===== config.mk =====
export PLATFORM = sky130hd
export DESIGN_NAME = block_map_ctrl
export DESIGN_NICKNAME = d
export VERILOG_FILES = /design/src/rtl/block_map_pkg.sv /design/src/rtl/level_rom.sv /design/src/rtl/block_map_ctrl.sv
export SDC_FILE = /design/constraint.sdc
export NUM_CORES = 2
export LEC_CHECK = 0
export CAP_MARGIN = 5
export CORE_MARGIN = 8
export CORE_UTILIZATION = 40
export CTS_CLUSTER_SIZE = 40
export DETAILED_ROUTE_END_ITERATION = 10
export HOLD_SLACK_MARGIN = 0.02
export PLACE_DENSITY = 0.55
export SLEW_MARGIN = 0
export SYNTH_ARGS = -nofsm -noshare
export SYNTH_HDL_FRONTEND = slang
export SYNTH_HIERARCHICAL = 1
export SYNTH_SLANG_ARGS = --single-unit

===== constraint.sdc =====
create_clock -name clock -period 42 [get_ports clock]
set_clock_uncertainty 0.2 [all_clocks]
set_input_delay 8.4 -clock clock [delete_from_list [all_inputs] [get_ports clock]]
set_output_delay 8.4 -clock clock [all_outputs]
set_load 0.01 [all_outputs]

===== src/rtl/block_map_pkg.sv =====
// Shared definitions for the brick map: geometry defaults, block codes,
// hit result encodings, controller states and the hit update rule.
package block_map_pkg;

    localparam int unsigned MAP_COLS  = 10;
    localparam int unsigned MAP_ROWS  = 30;
    localparam int unsigned MAP_CNT_W = 9;
    localparam int unsigned CODE_W    = 3;
    localparam int unsigned RES_W     = 2;

    localparam logic [CODE_W-1:0] BLK_NONE   = 3'b000;
    localparam logic [CODE_W-1:0] BLK_RED    = 3'b001;
    localparam logic [CODE_W-1:0] BLK_ORANGE = 3'b010;
    localparam logic [CODE_W-1:0] BLK_HARD   = 3'b011;
    localparam logic [CODE_W-1:0] BLK_BLUE   = 3'b100;
    localparam logic [CODE_W-1:0] BLK_CYAN   = 3'b101;
    localparam logic [CODE_W-1:0] BLK_PINK   = 3'b110;
    localparam logic [CODE_W-1:0] BLK_WHITE  = 3'b111;

    localparam logic [RES_W-1:0] HIT_MISS      = 2'b00;
    localparam logic [RES_W-1:0] HIT_DAMAGED   = 2'b01;
    localparam logic [RES_W-1:0] HIT_DESTROYED = 2'b10;
    localparam logic [RES_W-1:0] HIT_INDESTR   = 2'b11;

    typedef enum logic [1:0] {
        ST_IDLE,
        ST_LOAD,
        ST_HIT_RD,
        ST_HIT_WR
    } state_t;

    typedef struct packed {
        logic [CODE_W-1:0] code;
        logic [RES_W-1:0]  result;
    } hit_outcome_t;

    // A brick counts toward the remaining total unless empty or white
    function automatic logic is_destructible(input logic [CODE_W-1:0] c);
        return (c != BLK_NONE) && (c != BLK_WHITE);
    endfunction

    // Replacement code and result for one hit on a cell holding 'old'
    function automatic hit_outcome_t hit_update(input logic [CODE_W-1:0] old);
        hit_outcome_t o;
        o.code   = BLK_NONE;
        o.result = HIT_DESTROYED;
        case (old)
            BLK_NONE: o.result = HIT_MISS;
            BLK_HARD: begin
                o.code   = BLK_RED;
                o.result = HIT_DAMAGED;
            end
            BLK_WHITE: begin
                o.code   = BLK_WHITE;
                o.result = HIT_INDESTR;
            end
            default: ;
        endcase
        return o;
    endfunction

endpackage


===== src/rtl/level_rom.sv =====
// Level pattern ROM: combinational (level,row,col) -> block code.
module level_rom
    import block_map_pkg::*;
(
    input  logic [1:0]        level,
    input  logic [4:0]        row,
    input  logic [4:0]        col,
    output logic [CODE_W-1:0] code
);

    // Pattern decode; cells outside a level's band are empty
    always_comb begin
        code = BLK_NONE;
        case (level)
            2'd0: begin
                if (row >= 5'd2 && row <= 5'd7) begin
                    case (2'(row - 5'd2))
                        2'd0:    code = BLK_BLUE;
                        2'd1:    code = BLK_CYAN;
                        2'd2:    code = BLK_PINK;
                        default: code = BLK_WHITE;
                    endcase
                end
            end
            2'd1: begin
                if (row >= 5'd1 && row <= 5'd8)
                    code = (row[0] ^ col[0]) ? BLK_RED : BLK_ORANGE;
            end
            2'd2: begin
                if (row >= 5'd3 && row <= 5'd10)
                    code = (col == 5'd0 || col == 5'(MAP_COLS - 1)) ? BLK_WHITE : BLK_HARD;
            end
            default: begin
                if (row <= 5'd11)
                    code = {1'b1, col[1:0]};
            end
        endcase
    end

endmodule


===== src/rtl/block_map_ctrl.sv =====
// Brick map controller: owns the map, loads level patterns, serialises hit
// read-modify-writes and tracks remaining destructible bricks.
// Optional feature macro: BLOCK_MAP_SCORE_EN adds the score port and logic.
module block_map_ctrl
    import block_map_pkg::*;
#(
    parameter int unsigned COLS  = MAP_COLS,
    parameter int unsigned ROWS  = MAP_ROWS,
    parameter int unsigned CNT_W = MAP_CNT_W
) (
    input  logic               clock,
    input  logic               reset,
    input  logic [4:0]         sel_row,
    input  logic [4:0]         sel_col,
    output logic [CODE_W-1:0]  block,
    input  logic               load_start,
    input  logic [1:0]         level,
    output logic               load_busy,
    output logic               load_done,
    input  logic               hit_req,
    input  logic [4:0]         hit_row,
    input  logic [4:0]         hit_col,
    output logic               hit_ack,
    output logic [RES_W-1:0]   hit_result,
    output logic [CNT_W-1:0]   remaining,
    output logic               level_clear
`ifdef BLOCK_MAP_SCORE_EN
    ,
    output logic [15:0]        score
`endif
);

    localparam int unsigned ROW_AW = $clog2(ROWS);
    localparam int unsigned COL_AW = $clog2(COLS);

    state_t state, state_next;

    logic [CODE_W-1:0] map [ROWS][COLS];

    logic [ROW_AW-1:0] ld_row;
    logic [COL_AW-1:0] ld_col;
    logic [1:0]        ld_level;
    logic              loaded;
    logic              ld_last;

    logic [ROW_AW-1:0] hv_row;
    logic [COL_AW-1:0] hv_col;
    logic              hv_valid;
    logic [CODE_W-1:0] hv_code;

    logic [CODE_W-1:0] rom_code;
    hit_outcome_t      outcome;

    logic              map_we;
    logic [ROW_AW-1:0] wr_row;
    logic [COL_AW-1:0] wr_col;
    logic [CODE_W-1:0] wr_code;

    logic              load_go_c;
    logic              load_step_c;
    logic              load_last_c;
    logic              hit_cap_c;
    logic              hit_fire_c;
    logic              hit_ok;

    level_rom u_level_rom (
        .level (ld_level),
        .row   (5'(ld_row)),
        .col   (5'(ld_col)),
        .code  (rom_code)
    );

    assign ld_last = (ld_row == ROW_AW'(ROWS - 1)) && (ld_col == COL_AW'(COLS - 1));
    assign hit_ok  = (hit_row < 5'(ROWS)) && (hit_col < 5'(COLS));
    assign outcome = hit_update(hv_code);

    // Renderer read port; out-of-range selects read as empty
    always_comb begin
        block = BLK_NONE;
        if (sel_row < 5'(ROWS) && sel_col < 5'(COLS))
            block = map[ROW_AW'(sel_row)][COL_AW'(sel_col)];
    end

    // State register
    always_ff @(posedge clock or posedge reset) begin
        if (reset) state <= ST_IDLE;
        else       state <= state_next;
    end

    // Next-state and control strobes; load wins over a pending hit
    always_comb begin
        state_next  = state;
        map_we      = 1'b0;
        wr_row      = ld_row;
        wr_col      = ld_col;
        wr_code     = rom_code;
        load_go_c   = 1'b0;
        load_step_c = 1'b0;
        load_last_c = 1'b0;
        hit_cap_c   = 1'b0;
        hit_fire_c  = 1'b0;
        case (state)
            ST_IDLE: begin
                if (load_start) begin
                    load_go_c  = 1'b1;
                    state_next = ST_LOAD;
                end else if (hit_req) begin
                    state_next = ST_HIT_RD;
                end
            end
            ST_LOAD: begin
                map_we      = 1'b1;
                load_step_c = 1'b1;
                if (ld_last) begin
                    load_last_c = 1'b1;
                    state_next  = ST_IDLE;
                end
            end
            ST_HIT_RD: begin
                hit_cap_c  = 1'b1;
                state_next = ST_HIT_WR;
            end
            ST_HIT_WR: begin
                hit_fire_c = 1'b1;
                map_we     = hv_valid;
                wr_row     = hv_row;
                wr_col     = hv_col;
                wr_code    = outcome.code;
                state_next = ST_IDLE;
            end
            default: state_next = ST_IDLE;
        endcase
    end

    // Map storage: single write port, cleared by reset
    always_ff @(posedge clock or posedge reset) begin
        if (reset) begin
            for (int r = 0; r < ROWS; r++)
                for (int c = 0; c < COLS; c++)
                    map[r][c] <= BLK_NONE;
        end else if (map_we) begin
            map[wr_row][wr_col] <= wr_code;
        end
    end

    // Load cursor, hit capture, brick count and handshake outputs
    always_ff @(posedge clock or posedge reset) begin
        if (reset) begin
            ld_row      <= '0;
            ld_col      <= '0;
            ld_level    <= '0;
            loaded      <= 1'b0;
            hv_row      <= '0;
            hv_col      <= '0;
            hv_valid    <= 1'b0;
            hv_code     <= BLK_NONE;
            load_busy   <= 1'b0;
            load_done   <= 1'b0;
            hit_ack     <= 1'b0;
            hit_result  <= HIT_MISS;
            remaining   <= '0;
            level_clear <= 1'b0;
        end else begin
            load_busy   <= (state_next == ST_LOAD);
            load_done   <= load_last_c;
            hit_ack     <= hit_fire_c;
            level_clear <= loaded && (remaining == '0) && !load_go_c;

            if (hit_fire_c)
                hit_result <= outcome.result;

            if (load_go_c) begin
                ld_row    <= '0;
                ld_col    <= '0;
                ld_level  <= level;
                loaded    <= 1'b0;
                remaining <= '0;
            end else if (load_step_c) begin
                if (ld_col == COL_AW'(COLS - 1)) begin
                    ld_col <= '0;
                    ld_row <= ld_row + ROW_AW'(1);
                end else begin
                    ld_col <= ld_col + COL_AW'(1);
                end
                if (is_destructible(rom_code))
                    remaining <= remaining + CNT_W'(1);
                if (load_last_c)
                    loaded <= 1'b1;
            end else if (hit_fire_c && outcome.result == HIT_DESTROYED && remaining != '0) begin
                remaining <= remaining - CNT_W'(1);
            end

            if (hit_cap_c) begin
                hv_valid <= hit_ok;
                hv_row   <= ROW_AW'(hit_row);
                hv_col   <= COL_AW'(hit_col);
                hv_code  <= hit_ok ? map[ROW_AW'(hit_row)][COL_AW'(hit_col)] : BLK_NONE;
            end
        end
    end

`ifdef BLOCK_MAP_SCORE_EN
    logic [16:0] score_sum;

    // Score increment for the completing hit
    always_comb begin
        score_sum = {1'b0, score};
        if (hit_fire_c) begin
            if (outcome.result == HIT_DAMAGED)
                score_sum = score_sum + 17'd10;
            else if (outcome.result == HIT_DESTROYED)
                score_sum = score_sum + 17'd50;
        end
    end

    // Score register, saturating; only reset clears it
    always_ff @(posedge clock or posedge reset) begin
        if (reset) score <= '0;
        else       score <= score_sum[16] ? 16'hFFFF : score_sum[15:0];
    end
`endif

endmodule


==> load_flow_metrics.sql <==
INSERT INTO impl_metrics (metric_group, metric, value, unit) VALUES
('floorplan', 'io_pins', '44', ''),
('synth', 'yosys_register_bits', '942', ''),
('worst_hold_path', 'hold_path_startpoint', 'hit_result[1]', ''),
('setup_path', 'worst_path_most_repeated_cell', 'buf_4', ''),
('synth', 'ys_flop_type', 'dfrtp_1', ''),
('route', 'detail_route.first_pass.iterations', '6', ''),
('pwr', 'vdd_drop_max', '0.0566', 'mV'),
('synth', 'syn_area', '50100', 'um^2'),
('setup_path', 'maximum_fanout_along_the_worst_path', '61', ''),
('floorplan', 'die_h', '370', 'um'),
('finish', 'syn2layout_area_growth', '11.2', '%'),
('job', 'maxCapViolations', '0', ''),
('clocking', 'cts_hold_buf', '0', ''),
('pwr', 'static-leakage-power', '22.9', 'nW'),
('finish', 'nFillCells', '11700', ''),
('timing', 'finalSetupViolations', '0', ''),
('setup_path', 'critical_path.cell_chain', 'buf_8 > buf_4 > buf_4 > buf_4 > mux4_2 > nor2_1 > a2111oi_0 > a211oi_1 > o221ai_1 > a311oi_1 > o32ai_1 > clkdlybuf4s50_1', ''),
('clocking', 'cts_tree', 'yes', ''),
('synth', 'post_synth_inst_count', '4835', ''),
('global_route', 'grt_pass1_vias', '39400', ''),
('route', 'routed_wire_length_per_instance', '29.8', 'um'),
('setup_path', 'crit_required', '33.40', 'ns'),
('timing', 'final.hold.worst_slack', '0.278', 'ns'),
('clocking', 'cts.clk_slew.worst_paths', '0.06', 'ns'),
('placement', 'placement.io_buffers', '43', ''),
('placement', 'place_hpwl', '129000', 'um'),
('floorplan', 'fp.coreArea', '124000', 'um^2'),
('setup_path', 'slack_of_the_worst_reg_to_reg_path', '37.24', 'ns'),
('synth', 'synth_enable_flop_cells', '0', ''),
('floorplan', 'floorplan.die.width', '370', 'um'),
('setup_path', 'slowest_delay', '0.92', 'ns'),
('clocking', 'clock_latency', '0.74', 'ns'),
('route', 'drt-initial-drc-count', '4372', ''),
('global_route', 'grt_start_max_net_pins', '209', ''),
('timing', 'timing.final.max_slew_violations', '0', ''),
('global_route', 'antenna_found_initial', '9', ''),
('finish', 'drive_gt1_share', '14.9', '%'),
('worst_hold_path', 'worst_hold_path.num_cells', '2', ''),
('global_route', 'global_route.overflow_total', '0', ''),
('timing', 'max_slew.worst_pin.slew', '1.34', 'ns'),
('synth', 'synth_sequential_area_ratio', '47.1', '%'),
('timing', 'max-slew-margin-rel', '10.1', '%'),
('setup_path', 'worstReg2RegStart', 'ld_row[2]', ''),
('worst_hold_path', 'worst_hold_path.endpoint', 'hit_result[1]', ''),
('clocking', 'clock-sinks', '942', ''),
('setup_path', 'worstSetupPathType', 'primary input to primary output', ''),
('clocking', 'htree_levels', '3', ''),
('synth', 'synth_async_sr_flop_share', '100', '%'),
('route', 'wirelength', '194000', 'um'),
('synth', 'syn_area_per_cell', '10.4', 'um^2'),
('global_route', 'globalRouteTotalUtil', '28.0', '%'),
('setup_path', 'nature_of_the_critical_path_startpoint', 'primary input', ''),
('timing', 'post-route-worst-setup-slack', '19.07', 'ns'),
('floorplan', 'fp.dieArea', '137000', 'um^2'),
('floorplan', 'initial_core_util', '40.4', '%'),
('timing', 'maximum_clock_frequency', '43.6', 'MHz'),
('setup_path', 'number_of_cells_on_the_worst_reg_to_reg_path', '9', ''),
('worst_hold_path', 'min_path_type', 'flop to flop', ''),
('clocking', 'tritoncts.num_buffers', '106', ''),
('route', 'route.antenna.remaining_nets', '0', ''),
('clocking', 'cts-root-buf', 'clkbuf_16', ''),
('outcome', 'status', 'finished, final reports clean', ''),
('setup_path', 'setup.worst_path.end_class', 'primary output', ''),
('synth', 'yosys_warnings', '6', ''),
('timing', 'layout_worst_path_cycle_share', '54.6', '%'),
('synth', 'syn_nets', '4874', ''),
('placement', 'routabilityCongestion', '1.04', ''),
('placement', 'dp_slack', '19.16', 'ns'),
('route', 'drc_errors', '0', ''),
('setup_path', 'rr_endpoint', 'map[409]', ''),
('setup_path', 'timing.critical_path.arrival', '14.33', 'ns');
[logic make-up after synthesis]
group,synth area share [%]
DFF,47.1
muxes,21.2
xor gates and xnor gates,0.227
AOI/OAI and AO/OA,14.7
adders and majority gates,0.340
and+or+nand+nor,13.0
other,0.00749
buffers and inverters,3.35
[cell type report]
cell class / instances / area, um^2 / area share (%)
antenna: 8 / 20.0 / 0.0360
clock buffer: 154 / 3120 / 5.60
multi-input combinational: 3561 / 24900 / 44.7
inverter: 22 / 90.1 / 0.162
sequential: 942 / 23600 / 42.4
tap: 1637 / 2050 / 3.68
timing repair buffer: 156 / 1360 / 2.44
clock inverter: 33 / 562 / 1.01
[through the flow]
step / cell area, um^2 / std cells
global route: 55600 / 6506
global placement: 52000 / 6318
finish: 55700 / 6513
floorplan: 50100 / 4835
CTS: 55600 / 6505
detailed placement: 52000 / 6318
[Yosys cell counts, drive strengths merged (12+ instances only)]
cell type  instances  share of area, %
clkbuf           185               1.4
a221oi            53              0.94
o22ai             17              0.21
nor2             555               4.2
nand2b            17              0.21
mux4             354                16
mux2              48               1.1
a21oi            386               3.9
inv               17              0.13
o21ai            641               6.4
nand2            894               6.7
nor2b             13              0.16
nand3             52              0.52
mux2i            209               4.2
a31oi             21              0.26
dfrtp            942                47
and3              13              0.16
ha                12              0.30
a221o             13              0.26
a22oi             69               1.0
buf              125               1.8
a211oi            12              0.18
nor3              20              0.22
[state kept, by name, indices dropped and copies added (netlist names)]
signal	count
load_busy	1
remaining	9
ld_col	4
loaded	1
hit_result	2
hv_valid	1
hit_ack	1
map	900
hv_col	4
state	2
load_done	1
hv_code	3
level_clear	1
ld_level	2
ld_row	5
hv_row	5
[worst max-delay path: cells and delay by family]
family | cells | cell delay [ns]
compound gates | 5 | 1.85
buf+inv | 5 | 3.43
mux | 1 | 0.35
simple gates | 1 | 0.04
[cells in the final DEF (no fill, tap or decap), types with 8 or more instances in the layout]
cell             synthesis  routed
a211oi_1                12      12
a22oi_1                 69      67
a22o_1                   9       9
o22ai_1                 17      17
a221o_1                 13      13
buf_4                   32     108
diode_2                  0       8
mux2_2                  45      45
clkbuf_1               184      22
a31oi_1                 21      21
nand4_1                  9       9
a221oi_1                52      52
or3_1                    9       9
or2_2                    8       8
bufinv_16                0      15
clkdlybuf4s50_1          0      33
nor2_2                   6      11
nor2b_1                 13      11
nand2b_1                17      17
mux4_2                 348     348
clkbuf_16                0     108
and3_1                  13      13
nor3_1                  18      14
a2111oi_0                9       9
clkinv_2                 0      14
clkbuf_8                 0      26
mux2i_1                208     208
nor2_1                 548     542
o21ai_1                 44      44
inv_1                   16      15
o221ai_1                 8       8
nand2_1                894     894
a21oi_1                385     384
o211ai_1                10      10
o21ai_0                597     597
dfrtp_1                942     942
ha_1                    12      12
nand3_1                 52      52
[report_power, final]
group / leakage, nW / internal [W] / switching [W]
registers: 11.6 / 0.00104 / 0.000122
logic: 9.51 / 0.000246 / 0.000487
clock network: 1.81 / 0.000602 / 0.000397
[routing by layer]
metal | share of wire, % | routed length [um] | GRT usage (%)
met5 | 0.016 | 31 | 0.245
met1 | 40 | 77700 | 36.8
met4 | 6.3 | 12200 | 14.7
met3 | 9.7 | 18700 | 8.18
met2 | 44 | 85300 | 41.9
[worst max path at each step]
stage                     startpoint  endpoint  slack [ns]  depth (start not counted)
final                     sel_row[0]  block[2]       19.07                         12
after detailed placement  sel_row[0]  block[2]       19.16                         12
after floorplan                reset   hit_ack        6.91                          1
after global routing      sel_row[0]  block[2]       18.93                         12
after global placement    sel_row[0]  block[2]       19.22                         12
after CTS                 sel_row[0]  block[2]       19.16                         12
Note: power is estimated with default switching activity, not from simulation.
